<file path="src/rtl/friet_c_stream_pkg.sv">
// Friet-C stream datapath shared definitions.
// Holds the derived constants for the default configuration, the message pad byte,
// and helpers that size the FIFO pointers and the FIFO entry {last, size, data}.
// Modules with non-default parameters derive their own constants with the helpers.
package friet_c_stream_pkg;

    localparam logic [7:0] PAD_BYTE = 8'h01;

    function automatic int bytes_of(input int width);
        return width / 8;
    endfunction

    // A one-entry FIFO still needs a one-bit pointer to hold the constant zero.
    function automatic int ptr_width(input int depth);
        return (depth > 1) ? $clog2(depth) : 1;
    endfunction

    // FIFO entry layout, MSB first: {last, size[size_w:0], data[data_w-1:0]}.
    function automatic int entry_width(input int data_w, input int size_w);
        return 1 + (size_w + 1) + data_w;
    endfunction

    localparam int DIN_BYTES  = bytes_of(32);
    localparam int DOUT_BYTES = bytes_of(128);
    localparam int PTR_WIDTH  = ptr_width(2);

endpackage

</file>
<file path="src/rtl/friet_c_stream_upsizer_fifo.sv">
// Generic synchronous FIFO with registered occupancy.
// Ports: clk/rst (sync, active-high); push/wdata write the tail; pop releases the head;
// rdata shows the head entry; empty, level, full (registered) and next_full (the value
// full takes after the coming edge). Pushes while full and pops while empty are ignored.
module friet_c_stream_upsizer_fifo
    import friet_c_stream_pkg::*;
#(
    parameter int WIDTH     = 8,
    parameter int DEPTH     = 2,
    parameter int CNT_WIDTH = 2
) (
    input  logic                 clk,
    input  logic                 rst,
    input  logic                 push,
    input  logic [WIDTH-1:0]     wdata,
    input  logic                 pop,
    output logic [WIDTH-1:0]     rdata,
    output logic                 empty,
    output logic [CNT_WIDTH-1:0] level,
    output logic                 full,
    output logic                 next_full
);
    localparam int PTR_W = ptr_width(DEPTH);

    logic [WIDTH-1:0]     mem_q [DEPTH];
    logic [PTR_W-1:0]     wr_ptr_q, wr_ptr_d;
    logic [PTR_W-1:0]     rd_ptr_q, rd_ptr_d;
    logic [CNT_WIDTH-1:0] level_q, level_d;
    logic                 full_q;
    logic                 do_push, do_pop;

    // Wrap explicitly so DEPTH=1 keeps the pointer pinned at zero.
    function automatic logic [PTR_W-1:0] ptr_inc(input logic [PTR_W-1:0] p);
        return (p == PTR_W'(DEPTH - 1)) ? '0 : p + 1'b1;
    endfunction

    always_comb begin
        do_push  = push & ~full_q;
        do_pop   = pop & (level_q != '0);
        wr_ptr_d = do_push ? ptr_inc(wr_ptr_q) : wr_ptr_q;
        rd_ptr_d = do_pop  ? ptr_inc(rd_ptr_q) : rd_ptr_q;
        level_d  = level_q + CNT_WIDTH'(do_push) - CNT_WIDTH'(do_pop);
    end

    always_ff @(posedge clk) begin
        if (rst) begin
            wr_ptr_q <= '0;
            rd_ptr_q <= '0;
            level_q  <= '0;
            full_q   <= 1'b0;
        end else begin
            wr_ptr_q <= wr_ptr_d;
            rd_ptr_q <= rd_ptr_d;
            level_q  <= level_d;
            full_q   <= next_full;
        end
    end

    // Storage is not reset; the pointers alone define what is valid.
    always_ff @(posedge clk) begin
        if (do_push) begin
            mem_q[wr_ptr_q] <= wdata;
        end
    end

    assign next_full = (level_d == CNT_WIDTH'(DEPTH));
    assign rdata     = mem_q[rd_ptr_q];
    assign empty     = (level_q == '0);
    assign level     = level_q;
    assign full      = full_q;

endmodule

</file>
<file path="src/rtl/friet_c_stream_upsizer.sv">
// Friet-C stream upsizer: packs narrow din beats into DOUT_WIDTH blocks and queues them
// in a DEPTH-entry FIFO ahead of the permutation core.
// Ports: clk/rst (sync, active-high); din/din_size/din_last/din_valid/din_ready input
// stream (din_size bytes taken from the low end); dout/dout_size/dout_last/dout_valid/
// dout_ready block stream from the FIFO head; level, fifo_full, next_fifo_full status.
// Optional: define FRIET_C_STREAM_UPSIZER_PAD_EN to write pad byte 0x01 just after the
// data of a short last block (dout_size still counts data bytes only).
module friet_c_stream_upsizer
    import friet_c_stream_pkg::*;
#(
    parameter int DIN_WIDTH       = 32,
    parameter int DIN_SIZE_WIDTH  = 2,
    parameter int DOUT_WIDTH      = 128,
    parameter int DOUT_SIZE_WIDTH = 4,
    parameter int DEPTH           = 2,
    parameter int CNT_WIDTH       = 2
) (
    input  logic                       clk,
    input  logic                       rst,
    input  logic [DIN_WIDTH-1:0]       din,
    input  logic [DIN_SIZE_WIDTH:0]    din_size,
    input  logic                       din_last,
    input  logic                       din_valid,
    output logic                       din_ready,
    output logic [DOUT_WIDTH-1:0]      dout,
    output logic [DOUT_SIZE_WIDTH:0]   dout_size,
    output logic                       dout_last,
    output logic                       dout_valid,
    input  logic                       dout_ready,
    output logic [CNT_WIDTH-1:0]       level,
    output logic                       fifo_full,
    output logic                       next_fifo_full
);
    localparam int DIN_B   = bytes_of(DIN_WIDTH);
    localparam int DOUT_B  = bytes_of(DOUT_WIDTH);
    localparam int FILL_W  = DOUT_SIZE_WIDTH + 1;
    localparam int ENTRY_W = entry_width(DOUT_WIDTH, DOUT_SIZE_WIDTH);

    logic [FILL_W-1:0]     fill_q, fill_d, fill_new;
    logic [DOUT_WIDTH-1:0] data_q, data_d, data_new, block;
    logic [DIN_WIDTH-1:0]  din_masked;
    logic                  accept, blk_close, fifo_empty;
    logic [ENTRY_W-1:0]    wr_entry, rd_entry;

    assign din_ready = ~fifo_full;
    assign accept    = din_valid & din_ready;

    always_comb begin
        // Bytes above din_size are dropped so the unused accumulator bytes stay zero.
        din_masked = '0;
        for (int i = 0; i < DIN_B; i++) begin
            if (i < int'(din_size)) begin
                din_masked[8*i +: 8] = din[8*i +: 8];
            end
        end

        fill_new  = fill_q + FILL_W'(din_size);
        data_new  = data_q | (DOUT_WIDTH'(din_masked) << {fill_q, 3'b000});
        blk_close = accept & (din_last | (fill_new == FILL_W'(DOUT_B)));

        block = data_new;
`ifdef FRIET_C_STREAM_UPSIZER_PAD_EN
        if (din_last && (fill_new < FILL_W'(DOUT_B))) begin
            block = data_new | (DOUT_WIDTH'(PAD_BYTE) << {fill_new, 3'b000});
        end
`endif

        fill_d = fill_q;
        data_d = data_q;
        if (accept) begin
            fill_d = blk_close ? '0 : fill_new;
            data_d = blk_close ? '0 : data_new;
        end

        wr_entry = {din_last, fill_new, block};
    end

    // Accumulator data is cleared on reset so a restarted message carries no residue.
    always_ff @(posedge clk) begin
        if (rst) begin
            fill_q <= '0;
            data_q <= '0;
        end else begin
            fill_q <= fill_d;
            data_q <= data_d;
        end
    end

    friet_c_stream_upsizer_fifo #(
        .WIDTH     (ENTRY_W),
        .DEPTH     (DEPTH),
        .CNT_WIDTH (CNT_WIDTH)
    ) u_fifo (
        .clk       (clk),
        .rst       (rst),
        .push      (blk_close),
        .wdata     (wr_entry),
        .pop       (dout_ready),
        .rdata     (rd_entry),
        .empty     (fifo_empty),
        .level     (level),
        .full      (fifo_full),
        .next_full (next_fifo_full)
    );

    // Head fields read as zero while the FIFO is empty.
    assign dout_valid = ~fifo_empty;
    assign {dout_last, dout_size, dout} = dout_valid ? rd_entry : '0;

endmodule

</file>
<file path="config.mk">
export PLATFORM = sky130hd
export DESIGN_NAME = friet_c_stream_upsizer
export DESIGN_NICKNAME = d
export VERILOG_FILES = /design/src/rtl/friet_c_stream_pkg.sv /design/src/rtl/friet_c_stream_upsizer_fifo.sv /design/src/rtl/friet_c_stream_upsizer.sv
export SDC_FILE = /design/constraint.sdc
export NUM_CORES = 1
export LEC_CHECK = 0
export CAP_MARGIN = 20
export CORE_ASPECT_RATIO = 1.75
export CORE_MARGIN = 2
export CORE_UTILIZATION = 57
export DETAILED_ROUTE_END_ITERATION = 8
export MAX_ROUTING_LAYER = met4
export PLACE_DENSITY = 0.8
export SETUP_SLACK_MARGIN = 0.02
export SLEW_MARGIN = 20
export SYNTH_ARGS = -nofsm -noshare
export SYNTH_HDL_FRONTEND = slang
export SYNTH_SLANG_ARGS = --single-unit
</file>
<file path="constraint.sdc">
create_clock -name clk -period 13.37 [get_ports clk]
set_input_delay 4.011 -clock clk [delete_from_list [all_inputs] [get_ports clk]]
set_output_delay 4.011 -clock clk [all_outputs]
set_load 0.01 [all_outputs]
</file>
==> flow_summary.yaml, run 1 <==
outcome:
  outcome: "complete, no violations"
floorplan:
  placementRows: 86
  start_util_pct: 57.47
  die-area_sq_mm: 0.03296
  die_w_um: 138.1
  fp.coreArea_sq_mm: 0.03120
  fp.dieH_um: 238.7
  io_pins: 180
layout:
  area_growth_pct: 17.30
  multi_input_area_sq_mm: 0.006523
  final_cells: 2090
  layout-drive-gt1-share_pct: 8.323
  final_cell_mix: "nor2_1 (277), edfxtp_1 (268), clkdlybuf4s50_1 (179)"
  final_nets: 1712
  n_antenna_cell: 0
  fillers: 2348
  seqCellArea_sq_mm: 0.01084
  layout_commonest_cell: "nor2_1"
drt:
  first_pass_iters: 5
  vias_per_cell: 6.262
  drtIter0Drc: 1252
  antenna_left: 0
  drc: 0
  drt-total-wl_mm: 46.47
  vias: 13087
  wl_per_cell_um: 22.24
logic_synthesis:
  syn_area_sq_mm: 0.01793
  ys_types: 69
  ys_ff_latch: 407
  avgSynthCellArea_sq_um: 11.60
  synthFlopType: "edfxtp_1"
  yosys_warnings: 0
  synth_enable_flop_cells: 268
  synthCells: 1546
  synthArstFlopShare_pct: 0
  yosysSeqAreaShare_pct: 60.39
  synth_fp_nets: 1591
clock_tree:
  cts_tree: "built"
  postCtsHoldBufs: 0
  postCtsSetupRepairBufs: 0
  cts_buffer_depth: 3
  cts_sinks: 407
  cts_root_buf: "clkbuf_16"
  clk_latency_ns: 0.54
  cts_buffers: 35
  h-tree-depth: 2
  post_cts_resized: 0
  cts.clk_slew.worst_paths_ns: 0.07
pwr:
  p_per_area_mw_per_mm2: 174.8
  peakVddDrop_uv: 131.4
  leakagePower_nw: 7.944
timing:
  drv_slew: 0
  max_slew_margin_pct: 29.71
  setup_violations: 0
  fin_crit_ns: 11.39
  hold_violations: 0
  fmax_mhz: 87.77
  fin_skew_ns: 0.01696
  worst_slew_pin_slew_ns: 1.051
  post-route-period-util_pct: 85.22
  setup_tns_ns: 0
  rsz0062_at_grt: "false"
worst_setup_path:
  cpPeakStageDelay_ns: 1.15
  required_ns: 9.36
  cp_top_family: "buffers and inverters"
  slowest_stage: "clkdlybuf4s50_1"
  path_buf_inv: 2
  cpMostUsedCell: "clkdlybuf4s50_1"
  arrival_ns: 7.38
  cp-start-kind: "input pin"
  path_cells: "clkdlybuf4s50_1 -> ha_1 -> xor2_1 -> nor3_1 -> o21ai_2 -> o31ai_4 -> mux2i_1 -> clkdlybuf4s50_1"
  worstSetupEndpointType: "output port"
  crit_type: "in -> out"
  cp_max_fo: 34
place:
  io_buffers: 179
  gp_congestion: 0.9311
  hpwl_mm: 31.00
  dp.cells: 2026
grt:
  grt_antenna_before_repair: 0
  grt_pass1_wl_mm: 70.46
  grt_max_degree: 74
  grt_pass1_vias: 12661
  grt_usage_pct: 28.14
  grt_overflow: 0
hold_path:
  min_path_type: "reg -> reg"
job:
  max-cap-violations: 0
[registers in the layout (all words and copies together) (netlist names), named ones only]
register and count:
u_fifo.wr_ptr_q 1, fill_q 5, u_fifo.full 1, data_q 128
u_fifo.level 2, u_fifo.mem_q 268, u_fifo.rd_ptr_q 1
[stage by stage]
step | area [sq um] | power, mW | worst slack [ns] | hold WS, ns | util, %
2_1_floorplan | 17930 | 2.188 | 1.310 | 0.4293 | -
3_3_place_gp | 19890 | 2.672 | 2.136 | 0.4410 | 63.72
3_5_place_dp | 19890 | 2.693 | 2.042 | 0.4520 | 63.72
4_1_cts | 21030 | 3.698 | 2.027 | 0.4711 | 67.40
5_1_grt | 21040 | 3.821 | 1.802 | 0.4911 | 67.42
6_report | 21040 | 3.678 | 1.976 | 0.4689 | 67.42
[per-layer routing]
metal	vias up	share of wire, %	GRT usage, %
li1	5954	-	-
met1	6285	36	32.59
met2	663	51	47.58
met3	185	7.0	3.405
met4	0	6.3	16.08
met5	-	0	-
[power by group]
group          total, mW  switching (mW)  internal (mW)
Combinational       1.17           0.649          0.516
Clock               1.01           0.451          0.563
Sequential          1.50          0.0416           1.46
Total               3.68            1.14           2.54
[worst min-delay path: stages, from the launching register on]
cell and delay (ns):
dfxtp_1 0.33, a21oi_1 0.04, nor2_1 0.07
[logic make-up after synthesis]
group	share of synthesized area, %
compound gates	15.75
xor+xnor	0.1954
fa+ha+maj	0.3907
buf+inv	3.516
flops	60.39
mux	7.862
simple gates	11.90
[synth_stat cells (11+ instances only)]
master    count  area [sq um]
a21oi_1     101         505.5
dfxtp_1     139          2783
a221o_1      22         220.2
clkbuf_1     49         183.9
a31o_2       15         131.4
buf_2        44         220.2
o22ai_1      16         100.1
nand2_1      45         168.9
and2_1       16         100.1
nand3_1      38         190.2
o21ai_0      12         60.06
inv_1        22         82.58
buf_1        12         45.04
a31oi_1      45         281.5
nor2b_1      15         93.84
mux2i_1     136          1361
edfxtp_1    268          8048
nor2_1      279          1047
nand3b_1     11         82.58
a21o_1      109         818.3
[area by class of cell]
cell class              count  area share, %
flip-flops and latches    407          51.51
multi-input cells        1000          31.00
repair buffers            200          9.266
clock buffers              47          4.669
well taps                 396          2.355
clock inverters            17         0.7851
inverters                  23         0.4104
[worst paths after layout]
path	from	depth (start not counted)	slack, ns	to
worst min-delay path	data_q[64]	2	0.47	data_q[64]
worst min register to register	data_q[64]	2	0.47	data_q[64]
worst max-delay path	din_size[2]	8	1.98	next_fifo_full
worst max register to register	fill_q[3]	6	9.13	u_fifo.mem_q[1][62]
Power figures use the tool's default switching activity.
==> run 2, diff against run 1 <==
--- a/config.mk
+++ b/config.mk
@@ -8,10 +8,11 @@
 export CAP_MARGIN = 20
 export CORE_ASPECT_RATIO = 1.75
 export CORE_MARGIN = 2
-export CORE_UTILIZATION = 57
+export CORE_UTILIZATION = 35
 export DETAILED_ROUTE_END_ITERATION = 8
+export DONT_BUFFER_PORTS = 1
+export GPL_ROUTABILITY_DRIVEN = 0
 export MAX_ROUTING_LAYER = met4
-export PLACE_DENSITY = 0.8
 export SETUP_SLACK_MARGIN = 0.02
 export SLEW_MARGIN = 20
 export SYNTH_ARGS = -nofsm -noshare
==> flow_summary.yaml, run 2 (synthesized netlist as in run 1, its figures left out) <==
outcome:
  outcome: "complete, no violations"
clock_tree:
  cts.clk_slew.worst_paths_ns: 0.06
  cts_tree: "built"
  cts_buffer_depth: 3
  post_cts_resized: 0
  cts_buffers: 35
  h-tree-depth: 2
  cts_root_buf: "clkbuf_16"
  postCtsHoldBufs: 0
  cts_sinks: 407
  clk_latency_ns: 0.54
  postCtsSetupRepairBufs: 0
timing:
  setup_tns_ns: 0
  fin_skew_ns: 0.02000
  worst_slew_pin_slew_ns: 1.079
  max_slew_margin_pct: 28.07
  rsz0062_at_grt: "false"
  hold_violations: 0
  setup_violations: 0
  fin_crit_ns: 9.988
  whs_ns: 0.4675
  fin_ws_ns: 3.382
  fmax_mhz: 100.1
  drv_slew: 0
  post-route-period-util_pct: 74.70
worst_setup_path:
  r2r_start: "fill_q[0]"
  cp-start-kind: "input pin"
  cp_max_fo: 9
  crit_start: "din_size[0]"
  worstSetupEndpointType: "output port"
  required_ns: 9.36
  ff2ff_path_depth: 9
  r2r_slack_ns: 8.29
  crit_type: "in -> out"
  regToRegEndpoint: "u_fifo.mem_q[0][26]"
  arrival_ns: 5.98
pwr:
  leakagePower_nw: 7.284
  total_power_mw: 3.356
  peakVddDrop_uv: 82.68
  p_per_area_mw_per_mm2: 171.7
drt:
  vias_per_cell: 5.474
  drt-total-wl_mm: 49.89
  antenna_left: 0
  drtIter0Drc: 912
  drc: 0
  first_pass_iters: 5
  vias: 11956
  wl_per_cell_um: 22.84
grt:
  grt_usage_pct: 18.80
  grt_overflow: 0
  grt_pass1_wl_mm: 72.85
  grt_pass1_vias: 11601
  grt_max_degree: 92
  grt_antenna_before_repair: 3
floorplan:
  io_pins: 180
  fp.coreArea_sq_mm: 0.05060
  die_w_um: 175.1
  placementRows: 109
  fp.dieH_um: 303.5
  start_util_pct: 35.45
  die-area_sq_mm: 0.05314
layout:
  fillers: 4769
  top_register: "u_fifo.mem_q"
  final_cell_mix: "nor2_1 (278), edfxtp_1 (268), mux2i_1 (136), dfxtp_1 (136), a21o_1 (109)"
  layout_commonest_cell: "nor2_1"
  layout-drive-gt1-share_pct: 9.313
  top_regs: "u_fifo.mem_q: 268 flops, data_q: 128 flops, fill_q: 5 flops"
  largest_reg_flops: 268
  final_cells: 2184
  finalInstanceArea_sq_mm: 0.01955
  utilization_pct: 38.63
  area_growth_pct: 8.979
  final_nets: 1532
place:
  dp.cells: 2116
  placed_area_sq_mm: 0.01843
  pre_cts_slack_ns: 3.398
  io_buffers: 0
  hpwl_mm: 35.04
hold_path:
  holdPathStages: 2
  min_from: "data_q[51]"
  hold_end: "data_q[51]"
  min_path_type: "reg -> reg"
job:
  max-cap-violations: 0
run 2: critical path, cell delays in order:
cell and delay, ns:
ha_1 0.21, fa_1 0.43, and3_1 0.21, o22a_1 0.29, o31ai_4 0.47, mux2i_1 0.35
run 2: area by class of cell:
cell class                 instances  area [sq um]  area share, %
tap                              666         833.3          4.263
multi-input combinational       1000          6526          33.39
clock buffer                      44         950.9          4.865
clock inverter                    20         151.4         0.7746
antenna                            4         10.01        0.05121
timing repair buffer              20         150.1         0.7682
inverter                          23         86.33         0.4417
sequential                       407         10840          55.44
run 2: where the power goes:
group / leakage [nW] / switching, mW / total, mW / internal (mW)
Sequential: 3.66 / 0.0568 / 1.51 / 1.46
Combinational: 3.08 / 0.601 / 0.850 / 0.249
Clock: 0.539 / 0.462 / 0.993 / 0.531
Total: 7.28 / 1.12 / 3.36 / 2.24
run 2: worst max-delay path by stage:
stage / slack, ns / cells after the start / endpoint
after floorplan: 1.31 / 6 / u_fifo.mem_q[0][0]
final: 3.38 / 6 / next_fifo_full
after CTS: 3.40 / 6 / next_fifo_full
after global routing: 3.28 / 6 / next_fifo_full
after detailed placement: 3.40 / 6 / next_fifo_full
after global placement: 3.42 / 6 / next_fifo_full
run 2: metal layers:
metal	vias to the layer above	GRT usage [%]	part of all wire (%)
met5	-	-	0
met4	0	11.47	6.7
met3	145	4.948	7.3
met2	421	32.90	51
met1	5813	18.58	35
li1	5577	-	-
==> run 3, diff against run 2 <==
==> constraint.sdc (replaced) <==
create_clock -name clk -period 8.9 [get_ports clk]
set_input_delay 2.67 -clock clk [delete_from_list [all_inputs] [get_ports clk]]
set_output_delay 2.67 -clock clk [all_outputs]
set_load 0.01 [all_outputs]
==> flow_summary.yaml, run 3 (synthesized netlist as in run 1, its figures left out) <==
pwr:
  total_power_mw: 5.063
  p_per_area_mw_per_mm2: 258.2
  peakVddDrop_uv: 169.8
  leakagePower_nw: 7.309
drt:
  drc: 0
  wl_per_cell_um: 23.05
  antenna_left: 0
  first_pass_iters: 6
  drtIter0Drc: 918
  vias: 11998
  drt-total-wl_mm: 50.35
  vias_per_cell: 5.494
layout:
  top_register: "u_fifo.mem_q"
  area_growth_pct: 9.334
  utilization_pct: 38.75
  fillers: 4747
  layout_commonest_cell: "nor2_1"
  final_nets: 1531
  largest_reg_flops: 268
  finalInstanceArea_sq_mm: 0.01961
  layout-drive-gt1-share_pct: 9.193
  top_regs: "u_fifo.mem_q: 268 flops, data_q: 128 flops, fill_q: 5 flops"
  final_cell_mix: "nor2_1 (278), edfxtp_1 (268), mux2i_1 (136), dfxtp_1 (136), a21o_1 (109)"
hold_path:
  min_path_type: "reg -> reg"
  holdPathStages: 2
clock_tree:
  cts_sinks: 407
  cts.clk_slew.worst_paths_ns: 0.07
  h-tree-depth: 2
  postCtsHoldBufs: 0
  postCtsSetupRepairBufs: 0
  cts_tree: "built"
  post_cts_resized: 0
  cts_root_buf: "clkbuf_16"
  cts_buffers: 35
  clk_latency_ns: 0.53
  cts_buffer_depth: 3
floorplan:
  die-area_sq_mm: 0.05314
  die_w_um: 175.1
  io_pins: 180
  fp.coreArea_sq_mm: 0.05060
  start_util_pct: 35.45
  placementRows: 109
  fp.dieH_um: 303.5
worst_setup_path:
  arrival_ns: 4.63
  cpPeakStageDelay_ns: 0.43
  ff2ff_path_depth: 8
  path_cells: "ha_1 -> fa_1 -> xor2_1 -> nor3_1 -> o21ai_2 -> o31ai_4 -> mux2i_1"
  worstSetupEndpointType: "output port"
  required_ns: 6.23
  crit_type: "in -> out"
  cp-start-kind: "input pin"
  slowest_stage: "fa_1"
  cp_max_fo: 9
outcome:
  outcome: "complete, no violations"
timing:
  setup_violations: 0
  drv_slew: 0
  worst_slew_pin_slew_ns: 1.065
  setup_tns_ns: 0
  post-route-period-util_pct: 82.03
  fmax_mhz: 137.0
  rsz0062_at_grt: "false"
  fin_crit_ns: 7.300
  fin_skew_ns: 0.02416
  hold_violations: 0
  max_slew_margin_pct: 28.71
grt:
  grt_max_degree: 124
  grt_antenna_before_repair: 5
  grt_overflow: 0
  grt_usage_pct: 19.05
  grt_pass1_vias: 11922
  grt_pass1_wl_mm: 74.03
job:
  max-cap-violations: 0
place:
  io_buffers: 0
  placed_area_sq_mm: 0.01845
  hpwl_mm: 34.80
-- run 3: changes by cell type in the layout (fill, tap and decap cells not counted), sizes merged --
cell and delta:
buf -1, bufinv -1, clkbuf +6, clkinv -4, clkinvlp -3, diode +2
inv +1
-- run 3: critical path: cells and delay by family --
family	cells	cell delay [ns]
xor+xnor	1	0.19
simple gates	1	0.21
compound gates	2	0.56
mux	1	0.37
fa+ha+maj	2	0.63
-- run 3: power breakdown --
group | total, mW | switching (mW) | internal (mW) | leakage, nW
Clock | 1.50 | 0.674 | 0.825 | 0.558
Sequential | 2.27 | 0.0858 | 2.19 | 3.66
Combinational | 1.29 | 0.910 | 0.381 | 3.09
-- run 3: through the flow --
step	cells	worst slack [ns]	hold slack [ns]
CTS	2177	1.604	0.4656
floorplan	1546	0.7602	0.4293
global route	2183	1.424	0.4897
global placement	2114	1.640	0.4409
finish	2184	1.600	0.4606
detailed placement	2114	1.604	0.4480
-- run 3: final cells by class --
class | instances | area [sq um] | share of cell area (%)
sequential | 407 | 10840 | 55.26
antenna | 6 | 15.01 | 0.07657
timing repair buffer | 19 | 187.7 | 0.9571
inverter | 23 | 86.33 | 0.4403
multi-input combinational | 1000 | 6531 | 33.31
clock inverter | 13 | 72.57 | 0.3701
clock buffer | 50 | 1046 | 5.334
tap | 666 | 833.3 | 4.250
-- run 3: worst paths after layout --
kind,slack (ns),endpoint,startpoint
worst max-delay path,1.60,next_fifo_full,din_size[0]
worst min-delay path,0.46,data_q[68],data_q[68]
worst max register to register,4.58,u_fifo.mem_q[1][27],fill_q[0]
worst min register to register,0.46,data_q[68],data_q[68]
-- run 3: layer usage --
metal,global-route usage (%),part of all wire (%),vias up
met5,-,0,-
met4,12.28,6.4,0
met3,4.985,7.4,139
met2,32.48,50,465
met1,19.33,36,5804
li1,-,-,5590
